## src/rtl/reg_bus_pkg.sv

```systemverilog
// Shared types and constants for the register-bank arbiter.
// Request fields are sized by the default bank geometry below.
package reg_bus_pkg;
    localparam int REG_ADDR_W = 8;
    localparam int REG_DATA_W = 8;

    localparam logic M_SPI = 1'b0;
    localparam logic M_I2C = 1'b1;

    typedef enum logic [1:0] {
        IDLE   = 2'd0,
        ACCESS = 2'd1,
        ACK    = 2'd2
    } arb_state_t;

    typedef struct packed {
        logic                  wr_rdn;
        logic                  lock;
        logic [REG_ADDR_W-1:0] addr;
        logic [REG_DATA_W-1:0] wdata;
    } reg_req_t;
endpackage

```

## src/rtl/rr_pick2.sv

```systemverilog
// Two-way round-robin picker with lock override.
// A held lock masks the non-owner entirely, even if the owner is not requesting.
module rr_pick2 (
    input  logic [1:0] req,
    input  logic       last,
    input  logic       lock_valid,
    input  logic       lock_owner,
    output logic       gnt_valid,
    output logic       gnt_idx
);
    always_comb begin
        gnt_valid = 1'b0;
        gnt_idx   = 1'b0;
        if (lock_valid) begin
            gnt_valid = req[lock_owner];
            gnt_idx   = lock_owner;
        end else if (req == 2'b11) begin
            gnt_valid = 1'b1;
            gnt_idx   = ~last;
        end else begin
            gnt_valid = |req;
            gnt_idx   = req[1];
        end
    end
endmodule

```

## src/rtl/reg_bus_arbiter.sv

```systemverilog
// Round-robin, lock-capable access controller between the SPI and I2C
// register front-ends and the shared config/status register bank.
module reg_bus_arbiter
    import reg_bus_pkg::*;
#(
    parameter int ADDR_W       = REG_ADDR_W,
    parameter int REG_W        = REG_DATA_W,
    parameter int LOCK_TIMEOUT = 255
) (
    input  logic              clk,
    input  logic              rstb,
    input  logic              ena,
    input  logic              m0_req,
    input  logic              m0_wr_rdn,
    input  logic              m0_lock,
    input  logic [ADDR_W-1:0] m0_addr,
    input  logic [REG_W-1:0]  m0_wdata,
    output logic              m0_ack,
    output logic [REG_W-1:0]  m0_rdata,
    input  logic              m1_req,
    input  logic              m1_wr_rdn,
    input  logic              m1_lock,
    input  logic [ADDR_W-1:0] m1_addr,
    input  logic [REG_W-1:0]  m1_wdata,
    output logic              m1_ack,
    output logic [REG_W-1:0]  m1_rdata,
    output logic              bank_we,
    output logic [ADDR_W-1:0] bank_addr,
    output logic [REG_W-1:0]  bank_wdata,
    input  logic [REG_W-1:0]  bank_rdata,
    output logic              busy,
    output logic              owner,
    output logic              lock_timeout,
    output logic [1:0]        dbg_state
);
    localparam int CNT_W = $clog2(LOCK_TIMEOUT + 1);

    arb_state_t       state, state_nxt;
    reg_req_t         cur_q, sel_req;
    logic             win_q, last_q, lock_valid_q, lock_owner_q;
    logic [CNT_W-1:0] cnt_q;
    logic             gnt_valid, gnt_idx, grant;
    logic [1:0]       req_vec;

    assign req_vec = {m1_req, m0_req};
    assign grant   = (state == IDLE) && ena && gnt_valid;

    rr_pick2 u_pick (
        .req        (req_vec),
        .last       (last_q),
        .lock_valid (lock_valid_q),
        .lock_owner (lock_owner_q),
        .gnt_valid  (gnt_valid),
        .gnt_idx    (gnt_idx)
    );

    always_comb begin
        if (gnt_idx == M_I2C) sel_req = '{m1_wr_rdn, m1_lock, m1_addr, m1_wdata};
        else                  sel_req = '{m0_wr_rdn, m0_lock, m0_addr, m0_wdata};
    end

    always_ff @(posedge clk or negedge rstb) begin
        if (!rstb) state <= IDLE;
        else       state <= state_nxt;
    end

    always_comb begin
        state_nxt = state;
        case (state)
            IDLE:    if (grant) state_nxt = ACCESS;
            ACCESS:  state_nxt = ACK;
            ACK:     state_nxt = IDLE;
            default: state_nxt = IDLE;
        endcase
    end

    always_comb begin
        bank_we   = (state == ACCESS) && cur_q.wr_rdn;
        m0_ack    = (state == ACK) && (win_q == M_SPI);
        m1_ack    = (state == ACK) && (win_q == M_I2C);
        busy      = (state != IDLE) || lock_valid_q;
        dbg_state = state;
    end

    // Captured request drives the bank until the next grant replaces it.
    assign bank_addr  = cur_q.addr;
    assign bank_wdata = cur_q.wdata;

    always_ff @(posedge clk or negedge rstb) begin
        if (!rstb) begin
            cur_q        <= '0;
            win_q        <= 1'b0;
            owner        <= 1'b0;
            last_q       <= 1'b1;
            lock_valid_q <= 1'b0;
            lock_owner_q <= 1'b0;
            cnt_q        <= '0;
            m0_rdata     <= '0;
            m1_rdata     <= '0;
            lock_timeout <= 1'b0;
        end else begin
            if (grant) begin
                cur_q <= sel_req;
                win_q <= gnt_idx;
                owner <= gnt_idx;
            end
            if (state == ACCESS && !cur_q.wr_rdn) begin
                if (win_q == M_I2C) m1_rdata <= bank_rdata;
                else                m0_rdata <= bank_rdata;
            end
            if (state == ACK) begin
                last_q       <= win_q;
                lock_valid_q <= cur_q.lock;
                lock_owner_q <= win_q;
                cnt_q        <= '0;
            end else if (state == IDLE && lock_valid_q && !req_vec[lock_owner_q]) begin
                // Owner has gone quiet: count towards forced release.
                if (cnt_q == CNT_W'(LOCK_TIMEOUT - 1)) begin
                    lock_valid_q <= 1'b0;
                    lock_timeout <= 1'b1;
                    cnt_q        <= '0;
                end else begin
                    cnt_q <= cnt_q + CNT_W'(1);
                end
            end
        end
    end
endmodule
```

## config.mk

```make
export PLATFORM = sky130hd
export DESIGN_NAME = reg_bus_arbiter
export DESIGN_NICKNAME = d
export VERILOG_FILES = /design/src/rtl/reg_bus_pkg.sv /design/src/rtl/rr_pick2.sv /design/src/rtl/reg_bus_arbiter.sv
export SDC_FILE = /design/constraint.sdc
export NUM_CORES = 1
export LEC_CHECK = 0
export BUFFER_PORTS_ARGS = -buffer_cell sky130_fd_sc_hd__buf_2
export CAP_MARGIN = 0
export CORE_AREA = 2 2 77 79
export DETAILED_ROUTE_END_ITERATION = 12
export DIE_AREA = 0 0 79 81
export GPL_ROUTABILITY_DRIVEN = 0
export PLACE_DENSITY = 0.76
export SKIP_CTS_REPAIR_TIMING = 1
export SLEW_MARGIN = 30
export SYNTH_ARGS = -nofsm -noshare
export SYNTH_HDL_FRONTEND = slang
export SYNTH_SLANG_ARGS = --single-unit
```

## constraint.sdc

```tcl
create_clock -name clk -period 1.45 [get_ports clk]
set_input_delay 0.2175 -clock clk [delete_from_list [all_inputs] [get_ports clk]]
set_output_delay 0.2175 -clock clk [all_outputs]
set_load 0.005 [all_outputs]
```

==> impl_metrics.yaml <==
min_path:
  min_from: "bank_rdata[3]"
  min_path_type: "in2reg"
  holdPathStages: 2
global_routing:
  grt.total_usage_pct: 16.3
  grt_remaining_overflow: 0
  antenna_found_initial: 0
  grt_max_degree: 25
  grt_pass1_wl_um: 8170
  grt_pass1_vias: 1741
timing:
  min_period_over_period_pct: 104
  finClkSkew_ns: 0.00466
  maxSlewViolCount: 0
  fmax_mhz: 661
  finalSetupViolCount: 13
  grt_setup_unrepaired: "yes"
  period_minus_slack_ns: 1.51
  worst_slack_ns: -0.0638
  hold_viol: 0
  relSlewSlack_pct: 68.4
  worst_pin_slew_ns: 0.474
yosys:
  synthCells: 220
  ys_seq_elements: 49
  async_flop_share_pct: 100
  synthTopCellsByCount: "dfrtp_1, nand2_1, mux2i_1"
  synth_top_cell_area_share_pct: 48.8
  synth.most_common_cell: "dfrtp_1"
  synthDistinctLibCells: 41
  synth_edf_count: 0
  synth-main-ff-cell: "dfrtp_1"
  synth_nets: 271
  yosys.area.top_type: "dfrtp_1"
  syn_avg_cell_area_um2: 11.2
  yosys-top-cells-area: "dfrtp_1, mux2i_1, mux2_2"
  ys_seq_area_share_pct: 49.9
  ys_warn_count: 0
  syn_area_um2: 2460
clocking:
  cts_inserted_buffers: 5
  clock-sinks: 49
  h-tree-depth: 2
  root_buffer: "clkbuf_8"
  clk_path_buf_depth: 2
  cts_tree: "yes"
  clk_pin_slew_ns: 0.09
  insertion_delay_ns: 0.30
detailed_routing:
  drc: 0
  vias: 1934
  vias_per_cell: 4.85
  drtIter0Drc: 77
  drt-wirelength-per-cell_um: 13.4
  dr.pass1.iters: 4
  drt-total-wl_um: 5340
  detail-route-antenna-nets: 0
outcome:
  violations: "setup timing"
  status: "finished, violations left"
placed_design:
  dp_cells: 383
  place_ws_ns: -0.0871
  port_buffers: 88
  dpl.hpwl_um: 3930
die:
  rows: 28
  die-area_um2: 6400
  die_x_um: 79
  coreArea_um2: 5680
  fp.dieH_um: 81
  io_pins: 89
  initial_core_util_pct: 43.4
critical_path:
  critPathMaxFanout: 6
  end_kind: "output pin"
  critPathLaunch: "dbg_state[0]"
  cp.required_ns: 1.23
  reg2reg_from: "lock_owner_q"
  r2r_cells: 4
  critPathArrivalTime_ns: 1.30
  crit_type: "reg2out"
  start_kind: "register"
power:
  p_per_area_nw_per_um2: 1780
  power.leakage_nw: 1.76
  power.total_w: 0.00606
  vdd_drop_max_uv: 1200
layout:
  area_delta_synth_final_pct: 38.1
  nNetsFinal: 374
  stdcell_count: 399
  diodes: 0
  drive_above_1_share_pct: 53.4
flow_run:
  maxCapViolations: 0
critical path, cell delays in order, from the launching register on:
cell and delay (ns):
dfrtp_2 0.48, nand2b_4 0.18, buf_6 0.13, nor2_1 0.09
buf_2 0.12
cell usage in the layout, fill, tap and decap left out, types with 2 or more instances in the layout:
cell type  count
dfrtp_1       46
a21oi_1        3
mux2i_1       19
nor2_2         2
mux2_4        16
nor2_1         2
bufinv_16      2
buf_4         21
buf_6          9
nand4_1        2
nand3b_1       3
buf_2         88
nand2_1       30
nor3_1         2
dfrtp_2        2
ha_1           2
or3b_1         2
buf_12         3
a21oi_2        2
inv_1          6
o21ai_1       15
nand2_2        2
clkbuf_8       5
nand3_1        2
o21ai_0        9
and2_1         2
mux2i_2        3
report_power, final:
part           leakage [nW]  internal (W)  switching (W)
clock                0.0681      0.000685       0.000454
sequential            0.609       0.00194       0.000364
combinational          1.08       0.00149        0.00113
through the flow:
| step | hold slack (ns) | TNS, ns | util [%] | area (um2) |
|---|---|---|---|---|
| finish | 0.159 | -0.363 | 59.9 | 3400 |
| global placement | 0.199 | -0.158 | 53.4 | 3030 |
| detailed placement | 0.204 | -1.08 | 53.4 | 3030 |
| floorplan | -0.0781 | -0.133 | - | 2460 |
| CTS | -0.130 | -1.98 | 55.8 | 3170 |
| global route | 0.155 | -2.70 | 59.9 | 3400 |
sequential cells by signal, indices dropped and copies added (netlist names):
name          cells
bank_addr         8
bank_wdata        8
cnt_q             8
cur_q             2
dbg_state         2
last_q            1
lock_owner_q      1
lock_timeout      1
lock_valid_q      1
m0_rdata          8
m1_rdata          8
win_q             1
layer usage:
layer / GRT usage, % / part of all wire [%] / up-vias
met1: 23.2 / 47 / 924
met5: 0 / 0 / -
li1: - / - / 950
met3: 4.22 / 5.7 / 6
met2: 24.8 / 47 / 54
met4: 4.66 / 1.0 / 0
worst paths after layout:
| kind | end | slack, ns |
|---|---|---|
| worst max register to register | cnt_q[5] | -0.05 |
| max in group asynchronous | bank_wdata[5] | 0.49 |
| min in group asynchronous | cnt_q[2] | 0.40 |
| worst min register to register | last_q | 0.47 |
| worst min-delay path | m1_rdata[3] | 0.16 |
| worst max-delay path | m0_ack | -0.06 |
area by class of cell:
| cell class | instances | area [um2] |
|---|---|---|
| fillers | 494 | 2280 |
| flip-flops and latches | 49 | 1230 |
| well taps | 75 | 93.8 |
| clock buffers | 5 | 68.8 |
| multi-input cells | 138 | 1140 |
| inverters | 7 | 26.3 |
| repair buffers | 122 | 769 |
| clock inverters | 3 | 65.1 |
kinds of logic after synthesis:
logic type	Yosys count	synth area share, %
compound gates	38	9.61
fa+ha+maj	2	1.02
xor+xnor	1	0.356
mux	39	16.9
simple gates	58	13.0
buf+inv	33	9.25
flops	49	49.9
(Power assumes the default switching activity.)
